**config.mk**
```make
export PLATFORM = sky130hd
export DESIGN_NAME = hazard_ctrl
export DESIGN_NICKNAME = d
export VERILOG_FILES = /design/src/rtl/hazard_ctrl.sv
export SDC_FILE = /design/constraint.sdc
export NUM_CORES = 1
export LEC_CHECK = 0
export CAP_MARGIN = 10
export CORE_MARGIN = 2
export CORE_UTILIZATION = 48
export CTS_CLUSTER_DIAMETER = 150
export CTS_CLUSTER_SIZE = 10
export DETAILED_ROUTE_END_ITERATION = 16
export PLACE_DENSITY = 0.88
export SLEW_MARGIN = 30
export SYNTH_ARGS = -nofsm -noshare
export SYNTH_HDL_FRONTEND = slang
export SYNTH_SLANG_ARGS = --single-unit
```
**constraint.sdc**
```tcl
create_clock -name clk -period 2.47 [get_ports clk]
set_input_delay 0.494 -clock clk [delete_from_list [all_inputs] [get_ports clk]]
set_output_delay 0.494 -clock clk [all_outputs]
set_load 0.03 [all_outputs]
```
**src/rtl/hazard_ctrl.sv**
```systemverilog
// Hazard and stall controller for a 5-stage RISC-V pipeline: load-use/redirect/memory-wait
// handling, EX forwarding selects, saturating perf counters and a memory watchdog.
module hazard_ctrl #(
  parameter int CNT_W   = 16,
  parameter int TIMEOUT = 255
) (
  input  logic             clk,
  input  logic             reset,
  input  logic [4:0]       Rs1D,
  input  logic [4:0]       Rs2D,
  input  logic [4:0]       Rs1E,
  input  logic [4:0]       Rs2E,
  input  logic [4:0]       RdE,
  input  logic             ResultSrcE0,
  input  logic             PCSrcE,
  input  logic [4:0]       RdM,
  input  logic             RegWriteM,
  input  logic             MemAccessM,
  input  logic             MemReadyM,
  input  logic [4:0]       RdW,
  input  logic             RegWriteW,
  output logic             StallF,
  output logic             StallD,
  output logic             FlushD,
  output logic             FlushE,
  output logic             FreezeEMW,
  output logic [1:0]       ForwardAE,
  output logic [1:0]       ForwardBE,
  output logic [CNT_W-1:0] StallCount,
  output logic [CNT_W-1:0] FlushCount,
  output logic             MemTimeout,
  output logic             WaitState
);

  typedef enum logic [1:0] {
    ST_RUN   = 2'd0,
    ST_WAIT  = 2'd1,
    ST_ERROR = 2'd2
  } state_t;

  localparam logic [CNT_W-1:0] CNT_MAX = {CNT_W{1'b1}};
  localparam logic [CNT_W-1:0] CNT_ONE = {{(CNT_W-1){1'b0}}, 1'b1};
  localparam logic [15:0]      WAIT_LIMIT = 16'(TIMEOUT);

  state_t      state, state_next;
  logic [15:0] wait_cnt, wait_cnt_next;
  logic        lw_stall, mem_wait, freeze;

  // Memory stage has priority over Writeback; x0 is never forwarded.
  function automatic logic [1:0] fwd_sel(input logic [4:0] rs, input logic [4:0] rd_m,
                                         input logic wr_m, input logic [4:0] rd_w,
                                         input logic wr_w);
    if (wr_m && (rd_m != 5'd0) && (rd_m == rs)) begin
      return 2'b10;
    end else if (wr_w && (rd_w != 5'd0) && (rd_w == rs)) begin
      return 2'b01;
    end else begin
      return 2'b00;
    end
  endfunction

  // Hazard detection, stage controls and forwarding selects (zero-latency).
  always_comb begin
    lw_stall  = ResultSrcE0 && (RdE != 5'd0) && ((RdE == Rs1D) || (RdE == Rs2D));
    mem_wait  = MemAccessM && !MemReadyM;
    freeze    = mem_wait || (state == ST_ERROR);
    StallF    = lw_stall || freeze;
    StallD    = lw_stall || freeze;
    FreezeEMW = freeze;
    FlushD    = PCSrcE && !freeze;
    FlushE    = (lw_stall || PCSrcE) && !freeze;
    ForwardAE = fwd_sel(Rs1E, RdM, RegWriteM, RdW, RegWriteW);
    ForwardBE = fwd_sel(Rs2E, RdM, RegWriteM, RdW, RegWriteW);
  end

  // Watchdog FSM next state: counts consecutive not-ready cycles.
  always_comb begin
    state_next    = state;
    wait_cnt_next = wait_cnt;
    case (state)
      ST_RUN: begin
        if (mem_wait) begin
          state_next    = ST_WAIT;
          wait_cnt_next = 16'd1;
        end else begin
          state_next = ST_RUN;
        end
      end
      ST_WAIT: begin
        if (!mem_wait) begin
          state_next = ST_RUN;
        end else if (wait_cnt == WAIT_LIMIT) begin
          state_next = ST_ERROR;
        end else begin
          wait_cnt_next = wait_cnt + 16'd1;
        end
      end
      ST_ERROR: begin
        state_next = ST_ERROR;
      end
      default: begin
        state_next    = ST_RUN;
        wait_cnt_next = 16'd0;
      end
    endcase
  end

  // State, watchdog flags and saturating event counters.
  always_ff @(posedge clk or posedge reset) begin
    if (reset) begin
      state      <= ST_RUN;
      wait_cnt   <= 16'd0;
      StallCount <= {CNT_W{1'b0}};
      FlushCount <= {CNT_W{1'b0}};
      MemTimeout <= 1'b0;
      WaitState  <= 1'b0;
    end else begin
      state      <= state_next;
      wait_cnt   <= wait_cnt_next;
      MemTimeout <= MemTimeout || (state_next == ST_ERROR);
      WaitState  <= (state_next == ST_WAIT);
      if (StallD && (StallCount != CNT_MAX)) begin
        StallCount <= StallCount + CNT_ONE;
      end
      if (FlushD && (FlushCount != CNT_MAX)) begin
        FlushCount <= FlushCount + CNT_ONE;
      end
    end
  end

endmodule
```
==> impl_metrics.tcl <==
set metrics [dict create \
    final-setup-viol-count 1 \
    yosysSeqAreaShare_pct 43.8 \
    cp.arrival_ps 1980 \
    netlist_area_mm2 0.00297 \
    cp.required_ps 1980 \
    grt_use_total_pct 22.7 \
    route.detailed.drc 0 \
    cts_made_buffers 5 \
    vias 2760 \
    rsz0062_at_grt "true" \
    drt_iter0_drc 103 \
    grt_overflow_total 0 \
    final_nets 477 \
    placed_cells 498 \
    maxSlewViolCount 0 \
    synth-seq-cells 52 \
    path_clk_slew_ps 100 \
    cts.sink_count 52 \
    p_leak_uw 0.00189 \
    pin_count 86 \
    cp-end-kind "output pin" \
    grt_max_degree 35 \
    antenna_left 0 \
    die_area_mm2 0.00683 \
    drive_above_1_share_pct 20.4 \
    die_h_um 82.6 \
    grt_pass1_wl_um 11900 \
    fin_cells 508 \
    fin_ws_ps -8.62 \
    first_pass_iters 4 \
    synth.distinct_cells 44 \
    hold_path.class "input port to async pin" \
    maxCapViolations 0 \
    clkLatencyLatePin_ps 310 \
    clockBufferDepth 2 \
    wl_per_cell_um 14.6 \
    coreArea_mm2 0.00596 \
    gp_congestion 0.917 \
    outcome "finished, violations left" \
    routed_wl_um 7400 \
    path_class "input port to output pin" \
    vdd_drop_max_mv 0.745 \
    period_minus_slack_ps 2480 \
    tightest_slew_ps 437 \
    p_total_uw 2480 \
    dp_hpwl_um 5820 \
    final_hold_viol_count 0 \
    critPathLaunchType "input port" \
    syn2layout_area_growth_pct 46.2 \
    ys.warnings.count 0 \
    cts.htree.levels 2 \
    synth_cells 310 \
    cts_tree "yes" \
    holdBufCountCts 0 \
    worst-path-max-fanout 3 \
    slew-limit-headroom_pct 70.7 \
    finalClockSkew_ps 14.3 \
    start_util_pct 49.8 \
    antenna_found_initial 0 \
    grt_pass1_vias 2663 \
    synth_area_per_cell_um2 9.57 \
    row_count 28 \
    via_per_inst 5.43 \
    cts-root-buf "clkbuf_8" \
    finalCritPeriodShare_pct 100 \
    layout_common_cells "52 x dfrtp_1, 52 x clkdlybuf4s50_1, 36 x buf_4" \
    violations "negative setup slack" \
    die_x_um 82.6 \
    portBuffers 85 \
    synth_nets 356 \
    power.density_mw_per_mm2 571 \
    clock.fmax_mhz 403 \
]
-- worst max-delay path, cell delays in order --
cell and delay (ps):
clkdlybuf4s15_2 200, buf_4 140, xor2_1 150, or4_4 530
nor4_4 300, buf_6 170
-- final timing paths --
kind	from	end	slack [ps]	depth (start not counted)
setup reg to reg	state[1]	wait_cnt[15]	500	6
hold reg to reg	MemTimeout	MemTimeout	490	1
hold / removal	reset	wait_cnt[13]	490	2
setup / recovery	RdW[4]	ForwardAE[0]	-9	6
max in group asynchronous	reset	FlushCount[12]	1440	3
min in group clk	MemTimeout	MemTimeout	490	1
-- power breakdown --
| group | internal, µW | leakage (µW) | switching, µW |
|---|---|---|---|
| registers | 956 | 0.000686 | 147 |
| logic | 404 | 0.00115 | 455 |
| clock network | 230 | 0.0000516 | 285 |
| total | 1590 | 0.00188 | 888 |
-- per-layer routing --
metal	vias up	track usage (%)	share of wire, %
met1	1320	27.4	40
li1	1348	-	-
met2	77	39.7	52
met3	15	5.98	5.6
met4	0	6.89	1.8
met5	-	0	0
-- kinds of logic (layout without fill, tap and decap cells) --
family	after synthesis	after routing	synth area share (%)
buffers and inverters	11	133	1.69
adder cells (fa/ha/maj)	3	3	1.26
other	0	1	0
multiplexers	3	3	1.14
flip-flops	52	52	43.8
AND/OR/NAND/NOR	143	143	25.5
AO/OA/AOI/OAI	33	33	7.38
XOR/XNOR	65	65	19.2
-- layout make-up --
type / instances / area [µm²]
Clock buffer: 6 / 82.6
Clock inverter: 2 / 13.8
Timing Repair Buffer: 121 / 1100
Fill cell: 438 / 1620
Antenna cell: 1 / 2.50
Tap cell: 75 / 93.8
Multi-Input combinational cell: 247 / 1730
Sequential cell: 52 / 1300
Inverter: 4 / 15.0
-- sequential cells by signal, summed over array words and instances (netlist names) --
signal / count
MemTimeout: 1
FlushCount: 16
StallCount: 16
state: 2
wait_cnt: 16
WaitState: 1
-- cell usage after synthesis, drive strengths merged --
library cell	n	area share [%]
a211oi	2	0.67
a21o	3	0.76
a21oi	12	2.2
a22oi	1	0.25
a2bb2oi	2	0.59
a31o	1	0.30
a31oi	1	0.21
a41oi	2	0.59
and2	2	0.42
and3	10	2.1
and4	4	1.2
and4b	1	0.34
buf	5	0.93
clkbuf	2	0.25
dfrtp	52	44
ha	3	1.3
inv	4	0.51
mux2	3	1.1
nand2	29	3.7
nand3	22	3.7
nand3b	1	0.25
nand4	9	1.9
nor2	28	3.6
nor2b	2	0.42
nor3	10	1.9
nor3b	4	1.2
nor4	8	1.7
nor4b	1	0.30
o21ai	7	1.2
o221ai	1	0.30
o41a	1	0.38
or2	2	0.42
or3	3	0.63
or3b	1	0.30
or4	6	1.5
xnor2	32	9.4
xor2	33	9.7
-- timing repair --
item / in CTS / in global routing
pin swaps: 8 / 8
setup endpoints to repair: 7 / 4
buffers inserted: 2 / 0
resized for setup: 70 / 15
-- through the flow --
step | area, µm² | util [%] | hold slack (ps) | worst slack, ps | TNS (ps)
finish | 4340 | 72.9 | 494 | -8.62 | -8.62
global route | 4340 | 72.8 | 524 | -59.8 | -89.4
CTS | 4310 | 72.4 | 495 | -20.8 | -20.8
detailed placement | 4180 | 70.1 | 466 | -460 | -3290
global placement | 4180 | 70.1 | 450 | -368 | -1980
floorplan | 3010 | - | 476 | -8.86 | -8.86
Note: power is estimated with default switching activity, not from simulation.
